--- src/rtl/ysyx_22040386_pkg.sv ---
// Shared types for the write-back/commit stage: buffered MEM entry layout,
// default widths and the per-entry trap priority encoding.
package ysyx_22040386_pkg;

  localparam int DEF_XLEN = 64;
  localparam int DEF_RA_W = 5;
  localparam int DEF_CA_W = 12;

  typedef enum logic [1:0] {
    TR_NONE  = 2'd0,
    TR_MRET  = 2'd1,
    TR_ECALL = 2'd2,
    TR_INTR  = 2'd3
  } trap_e;

  typedef struct packed {
    logic [31:0]          inst;
    logic [DEF_XLEN-1:0]  pc;
    logic                 reg_write;
    logic [DEF_RA_W-1:0]  reg_wr_addr;
    logic [DEF_XLEN-1:0]  reg_wr_data;
    logic                 csr_reg_write;
    logic [DEF_XLEN-1:0]  csr_rdata;
    logic                 csr_wen;
    logic [DEF_CA_W-1:0]  csr_waddr;
    logic [DEF_XLEN-1:0]  csr_wdata;
    logic                 timer_intr;
    logic                 ecall;
    logic                 mret;
    logic [DEF_XLEN-1:0]  trap_pc;
  } wb_entry_t;

  // Timer interrupt wins over ecall, ecall over mret.
  function automatic trap_e trap_sel(input wb_entry_t e);
    if (e.timer_intr) return TR_INTR;
    if (e.ecall)      return TR_ECALL;
    if (e.mret)       return TR_MRET;
    return TR_NONE;
  endfunction

endpackage

--- src/rtl/ysyx_22040386_sync_fifo.sv ---
// Small synchronous FIFO with wrap-bit pointers; flush empties it and also
// discards any push arriving in the same cycle.
module ysyx_22040386_sync_fifo
  import ysyx_22040386_pkg::*;
#(
  parameter int  DEPTH = 2,
  parameter type T     = wb_entry_t
) (
  input  logic clk,
  input  logic rst_n,
  input  logic push,
  input  T     wdata,
  input  logic pop,
  input  logic flush,
  output T     rdata,
  output logic full,
  output logic empty
);

  localparam int AW = $clog2(DEPTH);

  T           mem [DEPTH];
  logic [AW:0] wr_ptr;
  logic [AW:0] rd_ptr;

  assign empty = (wr_ptr == rd_ptr);
  assign full  = (wr_ptr[AW] != rd_ptr[AW]) && (wr_ptr[AW-1:0] == rd_ptr[AW-1:0]);
  assign rdata = mem[rd_ptr[AW-1:0]];

  always_ff @(posedge clk or negedge rst_n) begin
    if (!rst_n) begin
      wr_ptr <= '0;
      rd_ptr <= '0;
    end else if (flush) begin
      wr_ptr <= '0;
      rd_ptr <= '0;
    end else begin
      if (push && !full)  wr_ptr <= wr_ptr + (AW+1)'(1);
      if (pop  && !empty) rd_ptr <= rd_ptr + (AW+1)'(1);
    end
  end

  always_ff @(posedge clk) begin
    if (push && !full) mem[wr_ptr[AW-1:0]] <= wdata;
  end

endmodule

--- src/rtl/ysyx_22040386_wb_commit.sv ---
// Registered write-back/commit stage: buffers MEM results, resolves traps per
// entry and emits at most one commit per cycle while counting retired instructions.
module ysyx_22040386_wb_commit
  import ysyx_22040386_pkg::*;
#(
  parameter int XLEN  = DEF_XLEN,
  parameter int RA_W  = DEF_RA_W,
  parameter int CA_W  = DEF_CA_W,
  parameter int DEPTH = 2,
  parameter int CNT_W = 64
) (
  input  logic             i_clk,
  input  logic             i_rst_n,
  input  logic             i_valid,
  output logic             o_ready,
  input  logic [31:0]      i_inst,
  input  logic [XLEN-1:0]  i_pc,
  input  logic             i_RegWrite,
  input  logic [RA_W-1:0]  i_reg_wr_addr,
  input  logic [XLEN-1:0]  i_reg_wr_data,
  input  logic             i_csr_RegWrite,
  input  logic [XLEN-1:0]  i_csr_rdata,
  input  logic             i_csr_wen,
  input  logic [CA_W-1:0]  i_csr_waddr,
  input  logic [XLEN-1:0]  i_csr_wdata,
  input  logic             i_timer_intr,
  input  logic             i_ecall,
  input  logic             i_mret,
  input  logic [XLEN-1:0]  i_trap_pc,
  input  logic             i_stall,
  output logic             o_RegWrite,
  output logic [RA_W-1:0]  o_reg_wr_addr,
  output logic [XLEN-1:0]  o_reg_wr_data,
  output logic             o_csr_wen,
  output logic [CA_W-1:0]  o_csr_waddr,
  output logic [XLEN-1:0]  o_csr_wdata,
  output logic             o_timer_intr,
  output logic             o_ecall,
  output logic             o_mret,
  output logic [XLEN-1:0]  o_trap_pc,
  output logic             o_flush,
  output logic             o_commit,
  output logic [XLEN-1:0]  o_pc,
  output logic [31:0]      o_inst,
  output logic [CNT_W-1:0] o_instret
);

  wb_entry_t in_entry;
  wb_entry_t head;
  trap_e     trap;
  logic      full;
  logic      empty;
  logic      push;
  logic      pop;
  logic      flush;
  logic      normal;

  always_comb begin
    in_entry               = '0;
    in_entry.inst          = i_inst;
    in_entry.pc            = i_pc;
    in_entry.reg_write     = i_RegWrite;
    in_entry.reg_wr_addr   = i_reg_wr_addr;
    in_entry.reg_wr_data   = i_reg_wr_data;
    in_entry.csr_reg_write = i_csr_RegWrite;
    in_entry.csr_rdata     = i_csr_rdata;
    in_entry.csr_wen       = i_csr_wen;
    in_entry.csr_waddr     = i_csr_waddr;
    in_entry.csr_wdata     = i_csr_wdata;
    in_entry.timer_intr    = i_timer_intr;
    in_entry.ecall         = i_ecall;
    in_entry.mret          = i_mret;
    in_entry.trap_pc       = i_trap_pc;
  end

  assign o_ready = !full;
  assign push    = i_valid && o_ready;
  assign pop     = !empty && !i_stall;
  assign trap    = trap_sel(head);
  assign normal  = (trap == TR_NONE);
  // Any trap or mret squashes everything queued behind it, including a same-cycle push.
  assign flush   = pop && !normal;

  ysyx_22040386_sync_fifo #(
    .DEPTH (DEPTH),
    .T     (wb_entry_t)
  ) u_fifo (
    .clk   (i_clk),
    .rst_n (i_rst_n),
    .push  (push),
    .wdata (in_entry),
    .pop   (pop),
    .flush (flush),
    .rdata (head),
    .full  (full),
    .empty (empty)
  );

  // Commit register stage: pulses are zero unless an entry is dequeued; data holds otherwise.
  always_ff @(posedge i_clk or negedge i_rst_n) begin
    if (!i_rst_n) begin
      o_RegWrite    <= 1'b0;
      o_reg_wr_addr <= '0;
      o_reg_wr_data <= '0;
      o_csr_wen     <= 1'b0;
      o_csr_waddr   <= '0;
      o_csr_wdata   <= '0;
      o_timer_intr  <= 1'b0;
      o_ecall       <= 1'b0;
      o_mret        <= 1'b0;
      o_trap_pc     <= '0;
      o_flush       <= 1'b0;
      o_commit      <= 1'b0;
      o_pc          <= '0;
      o_inst        <= '0;
      o_instret     <= '0;
    end else begin
      o_commit     <= pop && (trap != TR_INTR);
      o_flush      <= flush;
      o_timer_intr <= pop && (trap == TR_INTR);
      o_ecall      <= pop && (trap == TR_ECALL);
      o_mret       <= pop && (trap == TR_MRET);
      o_RegWrite   <= pop && normal && (head.reg_write || head.csr_reg_write)
                      && (head.reg_wr_addr != '0);
      o_csr_wen    <= pop && normal && head.csr_wen;
      if (pop) begin
        o_reg_wr_addr <= head.reg_wr_addr;
        o_reg_wr_data <= head.csr_reg_write ? head.csr_rdata : head.reg_wr_data;
        o_csr_waddr   <= head.csr_waddr;
        o_csr_wdata   <= head.csr_wdata;
        o_trap_pc     <= head.trap_pc;
        o_pc          <= head.pc;
        o_inst        <= head.inst;
      end
      if (pop && (trap != TR_INTR)) o_instret <= o_instret + CNT_W'(1);
    end
  end

endmodule

--- config.mk ---
export PLATFORM = sky130hd
export DESIGN_NAME = ysyx_22040386_wb_commit
export DESIGN_NICKNAME = d
export VERILOG_FILES = /design/src/rtl/ysyx_22040386_pkg.sv /design/src/rtl/ysyx_22040386_sync_fifo.sv /design/src/rtl/ysyx_22040386_wb_commit.sv
export SDC_FILE = /design/constraint.sdc
export NUM_CORES = 1
export LEC_CHECK = 0
export CORE_ASPECT_RATIO = 0.5
export CORE_UTILIZATION = 47
export DETAILED_ROUTE_END_ITERATION = 10
export PLACE_DENSITY = 0.76
export SLEW_MARGIN = 20
export SYNTH_ARGS = -nofsm -noshare
export SYNTH_HDL_FRONTEND = slang
export SYNTH_SLANG_ARGS = --single-unit
--- constraint.sdc ---
create_clock -name i_clk -period 16.1 [get_ports i_clk]
set_input_delay 4.025 -clock i_clk [delete_from_list [all_inputs] [get_ports i_clk]]
set_output_delay 4.025 -clock i_clk [all_outputs]
set_load 0.02 [all_outputs]
### Word-level counts from Yosys, hierarchy flattened

Memories as Yosys holds them, arrays and structs flattened.
Index checks and enable logic that the tools add are counted.

| word-level totals | value |
|---|---|
| bits in registers | 380 |
| bits in latches | 0 |
| RAM bits | 750 |
| memory bits (read-only) | 0 |
| word-level logic and storage cells | 70 |
| memories kept | 1 |

| cells by class | value |
|---|---|
| add/subtract/negate cells | 3 |
| $mul | 0 |
| divide/modulo/power cells | 0 |
| order comparisons | 0 |
| equal/unequal tests | 7 |
| shifts and indexed selects | 0 |
| mux-type cells | 19 |
| bitwise gates (word level) | 0 |
| reduce and logical (&&, ||, !) cells | 23 |

Memory list:

| memory | words | width | rd ports | clocked after Yosys merged registers in | wr ports | RTL line | source |
|---|---|---|---|---|---|---|---|
| u_fifo.mem | 2 | 375 | 1 | 0 | 1 | ysyx_22040386_sync_fifo.sv:22 | `T mem [DEPTH];` |

Operator list:

| cell | number |
|---|---|
| $add 64x1->64 const B | 1 |
| $mux 64 | 1 |
| $mux 2 | 10 |
| $logic_and 1x1->1 | 14 |
| $mux 1 | 8 |
| $reduce_bool 5->1 | 1 |
| $add 2x1->2 const B | 2 |
| $eq 2x2->1 const B | 2 |
| $logic_not 1->1 | 4 |
| $reduce_bool 2->1 | 2 |
| $eq 2x1->1 const B | 1 |
| $eq 2x2->1 | 1 |
| $logic_not 2->1 | 1 |
| $ne 2x2->1 const B | 1 |
| $eq 1x1->1 | 1 |
| $logic_or 1x1->1 | 1 |
| $ne 1x1->1 | 1 |

### Depth between registers and ports, before layout

Gate-level depths: netlist of the first run.
An unclocked memory read counts as a cell.

| depth | value |
|---|---|
| depth in word-level cells | 12 |
| mapped depth | 8 |

### Hierarchy

A second synthesis of the first run with hierarchy kept.

| unflattened totals | value |
|---|---|
| cells, all modules | 2795 |
| area total of the unflattened synthesis | 42550.8 um2 |

By module, submodules not included:

| module | times used | cells an instance | area each (um2) |
|---|---|---|---|
| ysyx_22040386_sync_fifo | 1 | 1199 | 27478.9 |
| ysyx_22040386_wb_commit | 1 | 1596 | 15072.0 |

### Least setup slack after synthesis of the first run

No wires, ideal clock.

| path | value |
|---|---|
| path kind | input to register |
| from | in i_valid |
| to | mem u_fifo.mem[0][0] in the netlist's numbering (enable) |
| setup time | 1.120 ns |
| arrival time | 19.621 ns |
| data required time | 14.980 ns |
| setup slack | -4.641 ns |
| stages on the path | 2 |
| cell sequence | nand2_1 > nor2_1 |

| on the way | value |
|---|---|
| word-level cells in the longest chain between the ends | 4 |

Ends and longest elaborated chain:

| item | RTL line | source |
|---|---|---|
| start: declaration | ysyx_22040386_wb_commit.sv:14 | `input logic i_valid,` |
| $logic_and 1x1->1 | ysyx_22040386_wb_commit.sv:77 | `assign push = i_valid && o_ready;` |
| $logic_and 1x1->1 | ysyx_22040386_sync_fifo.sv:44 | `if (push && !full) mem[wr_ptr[AW-1:0]] <= wdata;` |
| $mux 1 | ysyx_22040386_sync_fifo.sv:44 |  |
| $mux 1 (implied by the code) | ysyx_22040386_sync_fifo.sv:44 |  |
| end: declaration | ysyx_22040386_sync_fifo.sv:22 |  |

Every way passes these cells.

### Worst setup path in the final report of the first run

| path | value |
|---|---|
| from | in i_stall |
| to | reg o_csr_wdata[3] |

| on the way | value |
|---|---|
| word-level cells in the longest chain between the ends | 2 |

Ends and longest elaborated chain:

| item | RTL line | source |
|---|---|---|
| start: declaration | ysyx_22040386_wb_commit.sv:30 | `input logic i_stall,` |
| $logic_not 1->1 | ysyx_22040386_wb_commit.sv:78 | `assign pop = !empty && !i_stall;` |
| $logic_and 1x1->1 | ysyx_22040386_wb_commit.sv:78 |  |
| end signal: assignment | ysyx_22040386_wb_commit.sv:130 | `o_csr_wdata <= head.csr_wdata;` |
| end: declaration | ysyx_22040386_wb_commit.sv:36 | `output logic [XLEN-1:0] o_csr_wdata,` |

Every way passes these cells.
A chain may end at the register's enable or synchronous reset.

==> flow_summary.json, run 1 <==
{
  "antenna_left": 0,
  "wl_um": 106000,
  "grt_pass1_wl_um": 154000,
  "core_um2": 86500,
  "clk_latency_ns": 0.69,
  "finClkSkew_ns": 0.0305,
  "syn-mean-instance-area_um2": 15.7,
  "crit_slowest_cell": "buf_4",
  "rows": 76,
  "synthCells": 2631,
  "synth_top_area_cell": "edfxtp_1",
  "worst_ep_arrival_time_ns": 7.49,
  "fin_tns_setup_ns": 0,
  "grt_pass1_vias": 24700,
  "rsz0062_at_grt": "false",
  "timing.fmax_ghz": 0.143,
  "critPathCaptureType": "flop",
  "p_seq_share_pct": 44.1,
  "gp_congestion": 0.862,
  "path_buf_inv": 3,
  "r2r_cells": 5,
  "nets": 3763,
  "numCtsBuffers": 96,
  "synth.distinct_cells": 40,
  "drive_above_1_share_pct": 7.44,
  "maxSlewHeadroom_pct": 25.7,
  "hold_path_class": "reg2reg",
  "cts_setup_buffers": 0,
  "finalSetupViolCount": 0,
  "cts-htree-levels": 3,
  "status": "completed",
  "ys_top_cells_by_area": "edfxtp_1 55%, dfrtp_1 23%, mux2i_1 7.5%",
  "cts-root-buf": "clkbuf_16",
  "power.leakage_nw": 19.8,
  "post-route-period-util_pct": 43.4,
  "clkTransAtPathRegs_ns": 0.07,
  "die_w_um": 421,
  "synthArstFlopShare_pct": 33.6,
  "peakVddDrop_mv": 0.140,
  "synth-seq-cells": 1130,
  "fin_crit_ns": 6.98,
  "path_class": "in2reg",
  "synth-seq-area-share_pct": 77.6,
  "avgRoutedWirePerCell_um": 22.7,
  "hold_start": "o_instret[63]$_DFFE_PN0P_",
  "yosys.area.top_type_share_pct": 54.6,
  "cap_violations": 0,
  "path_depth": 5,
  "dp_hpwl_um": 71500,
  "worst_setup_path_start_kind": "input pin",
  "dp_cells": 4455,
  "start_util_pct": 47.7,
  "crit_chain": "clkdlybuf4s50_1, a21o_4, buf_4, buf_4, o21ai_0",
  "port_buffers": 755,
  "syn_area_um2": 41300,
  "cts.sinks": 1130,
  "max_stage_delay_ns": 0.86,
  "finalPower_mw": 10.1,
  "power_density_nw_per_um2": 190,
  "hold_viol": 0,
  "grt_start_max_net_pins": 152,
  "vias": 24300,
  "ys_warn_count": 0,
  "synth_edf_count": 750,
  "hold_buffers": 0,
  "antenna_found_initial": 40,
  "drt_iter0_markers": 1727,
  "ctsResizeCount": 0,
  "die_area_um2": 89100,
  "grt-ovfl-total": 0,
  "r2r_setup_slack_ns": 11.62,
  "vias_per_cell": 5.20,
  "clkPwrFrac_pct": 23.2,
  "fin_util_pct": 61.6,
  "path_delay_family": "buffers and inverters",
  "r2r-end": "o_csr_wdata[3]$_DFFE_PN0P_",
  "r2r_start": "u_fifo.rd_ptr[0]$_DFFE_PN0P_",
  "cpMostUsedCell": "buf_4",
  "finalMaxSlewViolations": 0,
  "cts_tree": "done",
  "groute.usage.overall_pct": 23.3,
  "instances_no_fill": 4673,
  "hold_path_depth": 1,
  "cp_max_fo": 107,
  "synth_fp_nets": 3011,
  "synth_flop_cell": "edfxtp_1",
  "io_pins": 756,
  "swShare_pct": 34.1,
  "min_to": "o_instret[63]$_DFFE_PN0P_",
  "p_int_mw": 6.69,
  "startpoint": "i_stall",
  "crit_required_ns": 16.61,
  "die_h_um": 212,
  "clockBufferDepth": 3,
  "drtPass1Iterations": 5,
  "p_comb_share_pct": 32.7,
  "drc": 0,
  "nFillCells": 6329,
  "p_switching_mw": 3.46,
  "area_growth_pct": 29.1,
  "tightest_slew_ns": 1.11
}
## through the flow
stage | area [µm²] | hold WS (ns) | setup WS (ns)
6_report | 53300 | 0.477 | 9.12
5_1_grt | 53300 | 0.500 | 8.84
4_1_cts | 53200 | 0.484 | 9.12
3_5_place_dp | 50000 | 0.469 | 8.44
3_3_place_gp | 50000 | 0.462 | 8.53
2_1_floorplan | 41300 | 0.462 | 1.73
## final cells by class
type	instances	area (µm²)	area share, %
clock inverter	49	494	0.928
clock buffer	132	2670	5.01
sequential	1130	32000	60.1
antenna	37	92.6	0.174
inverter	9	35.0	0.0658
timing repair buffer	780	7780	14.6
tap	1170	1460	2.75
multi-input combinational	1366	8700	16.3
## how the worst max path moves through the flow
stage | endpoint | slack (ns)
2_1_floorplan | u_fifo.mem[0][0]$_DFFE_PP_ | 1.73
3_3_place_gp | u_fifo.mem[0][288]$_DFFE_PP_ | 8.53
3_5_place_dp | o_inst[27]$_DFFE_PN0P_ | 8.44
4_1_cts | o_ready | 9.12
5_1_grt | o_trap_pc[59]$_DFFE_PN0P_ | 8.84
6_report | o_csr_wdata[3]$_DFFE_PN0P_ | 9.12
## cells in the mapped netlist, types with 2 or more instances
cell and instances:
or4_1 2, nor4_1 8, nor2_1 39, buf_2 31
a21oi_1 3, nor3_2 6, and3_1 9, inv_1 8
xor2_1 45, nand2_2 2, nand4_1 15, edfxtp_1 750
nor4_2 2, dfrtp_1 380, o21ai_0 370, nand3_1 20
mux2_2 65, xnor2_1 23, nor3_1 17, nand2_1 415
and4_1 2, clkbuf_1 85, buf_1 9, o221ai_1 2
mux2i_1 308
## metal layers
layer,global-route usage (%),vias up,wire (µm)
met1,26.3,12200,39200
li1,-,11200,-
met2,41.4,633,57100
met5,0,-,47
met4,13.0,8,5290
met3,5.09,251,4540
## registers in the layout, summed over array words and instances, names as in the netlist, 2 cells and up
signal / cells
o_pc: 64
u_fifo.rd_ptr: 2
o_trap_pc: 64
o_csr_waddr: 12
o_instret: 64
o_reg_wr_addr: 5
o_reg_wr_data: 64
o_csr_wdata: 64
u_fifo.wr_ptr: 2
u_fifo.mem: 750
o_inst: 32
## power groups by stage
| stage | Sequential, mW | Clock [mW] | Combinational (mW) |
|---|---|---|---|
| 2_1_floorplan | 5.13 | 0 | 1.37 |
| 3_3_place_gp | 4.48 | 0 | 3.24 |
| 3_5_place_dp | 4.52 | 0 | 3.33 |
| 4_1_cts | 4.47 | 2.39 | 3.35 |
| 5_1_grt | 4.55 | 2.50 | 3.55 |
| 6_report | 4.48 | 2.35 | 3.32 |
## cells in the final DEF, fill, tap and decap left out, types with 7 or more instances in the layout
master	netlist	routed
nor4_1	8	8
nand2_1	415	415
clkbuf_16	0	98
o21ai_0	370	370
nor2_1	39	38
edfxtp_1	750	750
buf_4	1	22
nand3_1	20	20
clkinv_1	0	12
mux2i_1	308	308
diode_2	0	37
xor2_1	45	45
inv_1	8	7
mux2_2	65	65
nor3_1	17	17
and3_1	9	8
clkbuf_1	85	25
bufinv_16	0	8
xnor2_1	23	23
dfrtp_1	380	379
nand4_1	15	15
clkdlybuf4s50_1	0	754
clkbuf_8	0	9
clkinv_2	0	21
## cell families after synthesis
logic type,count (synthesis),share of synthesized area [%]
simple gates,545,5.61
mux,373,9.25
buf+inv,135,1.33
fa+ha+maj,1,0.0303
compound gates,379,4.71
xor+xnor,68,1.44
flops,1130,77.6
No activity file was read; power rests on OpenSTA's default activity.
==> run 2: changes to the inputs <==
- clock period: 16.1 -> 5.78 ns (I/O delays scaled with it)
==> flow_summary.json, run 2 (synthesis gave the netlist of run 1 again) <==
{
  "status": "completed",
  "drtPass1Iterations": 5,
  "avgRoutedWirePerCell_um": 22.6,
  "grt-ovfl-total": 0,
  "critPathCaptureType": "output pin",
  "grt_start_max_net_pins": 149,
  "clkTransAtPathRegs_ns": 0.07,
  "vias": 24200,
  "nFillCells": 6311,
  "r2r_setup_slack_ns": 2.46,
  "vias_per_cell": 5.18,
  "die_area_um2": 89100,
  "finalMaxSlewViolations": 0,
  "nets": 3773,
  "path_class": "reg2out",
  "power.leakage_nw": 20.0,
  "clockBufferDepth": 3,
  "wl_um": 106000,
  "hold_path_depth": 2,
  "fin_crit_ns": 4.49,
  "io_pins": 756,
  "cts-htree-levels": 3,
  "maxSlewHeadroom_pct": 26.6,
  "clk_latency_ns": 0.71,
  "cp_max_fo": 24,
  "dp_hpwl_um": 72100,
  "ctsResizeCount": 0,
  "finClkSkew_ns": 0.0478,
  "rsz0062_at_grt": "false",
  "largest_reg_flops": 750,
  "whs_ns": 0.478,
  "gp_congestion": 0.846,
  "core_um2": 86500,
  "layout_common_cells": "754 x clkdlybuf4s50_1, 750 x edfxtp_1, 414 x nand2_1",
  "port_buffers": 755,
  "worst_setup_path_start_kind": "flop",
  "power_density_nw_per_um2": 533,
  "final_common_cell": "clkdlybuf4s50_1",
  "antenna_found_initial": 37,
  "hold_path_class": "reg2reg",
  "post-route-period-util_pct": 77.7,
  "cts_tree": "done",
  "postPlaceCellArea_um2": 50300,
  "start_util_pct": 47.7,
  "max_stage_delay_ns": 0.66,
  "r2r_cells": 4,
  "timing.fmax_ghz": 0.223,
  "grt_pass1_wl_um": 154000,
  "finalSetupViolCount": 0,
  "groute.usage.overall_pct": 23.2,
  "crit_slowest_cell": "clkdlybuf4s50_1",
  "drc": 0,
  "rows": 76,
  "area_growth_pct": 30.2,
  "cts-root-buf": "clkbuf_16",
  "crit_chain": "xnor2_1, nand2b_1, clkdlybuf4s50_1",
  "antenna_left": 0,
  "numCtsBuffers": 96,
  "die_w_um": 421,
  "peakVddDrop_mv": 0.450,
  "hold_viol": 0,
  "hold_buffers": 0,
  "final_cell_area_um2": 53700,
  "cap_violations": 0,
  "drive_above_1_share_pct": 8.20,
  "cts_setup_buffers": 0,
  "crit_required_ns": 4.34,
  "cts.sinks": 1130,
  "grt_pass1_vias": 24600,
  "tightest_slew_ns": 1.10,
  "worst_ep_arrival_time_ns": 3.04,
  "die_h_um": 212,
  "drt_iter0_markers": 1881
}
## run 2: layout make-up
cell class | instances | area, µm² | share of cell area [%]
diodes | 36 | 90.1 | 0.168
clock buffers | 132 | 2740 | 5.09
clock inverters | 49 | 633 | 1.18
inverters | 9 | 35.0 | 0.0652
multi-input cells | 1366 | 8720 | 16.2
flip-flops and latches | 1130 | 32000 | 59.6
well taps | 1170 | 1460 | 2.72
repair buffers | 790 | 8030 | 14.9
## run 2: through the flow
stage               worst slack, ns  power, mW  TNS, ns  utilization [%]  cells
floorplan                     -1.69       17.8  -878.68                -   2631
global placement               2.00       21.6        0             58.1   4465
detailed placement             1.99       22.0        0             58.1   4465
CTS                            1.23       28.8        0             62.0   4646
global route                   1.17       29.9        0             62.1   4678
finish                         1.29       28.6        0             62.1   4682
## run 2: worst max-delay path, delay by kind of cell, from the launching register on
kind / cells / cell delay, ns
and+or+nand+nor: 1 / 0.43
DFF: 1 / 0.65
buffers and inverters: 1 / 0.66
xor gates and xnor gates: 1 / 0.60
## run 2: worst paths after layout
| check | end | startpoint |
|---|---|---|
| worst min-delay path | o_pc[34]$_DFFE_PN0P_ | o_pc[34]$_DFFE_PN0P_ |
| min in group asynchronous | o_csr_wdata[41]$_DFFE_PN0P_ | i_rst_n |
| worst min register to register | o_pc[34]$_DFFE_PN0P_ | o_pc[34]$_DFFE_PN0P_ |
| max in group asynchronous | o_pc[60]$_DFFE_PN0P_ | i_rst_n |
| worst max register to register | o_trap_pc[8]$_DFFE_PN0P_ | u_fifo.rd_ptr[0]$_DFFE_PN0P_ |
| worst max-delay path | o_ready | u_fifo.rd_ptr[0]$_DFFE_PN0P_ |
## run 2: where the power goes
| part | leakage (nW) | total, mW | switching (mW) | internal, mW |
|---|---|---|---|---|
| Sequential | 11.7 | 12.4 | 0.982 | 11.4 |
| Combinational | 6.57 | 9.41 | 5.73 | 3.67 |
| Clock | 1.65 | 6.81 | 3.01 | 3.81 |
## run 2: routing by layer
| layer | track usage, % | part of all wire [%] | up-vias |
|---|---|---|---|
| met4 | 13.0 | 5.2 | 8 |
| met5 | 0 | 0.052 | - |
| li1 | - | - | 11200 |
| met2 | 41.8 | 54 | 652 |
| met1 | 25.6 | 36 | 12200 |
| met3 | 5.09 | 4.3 | 248 |
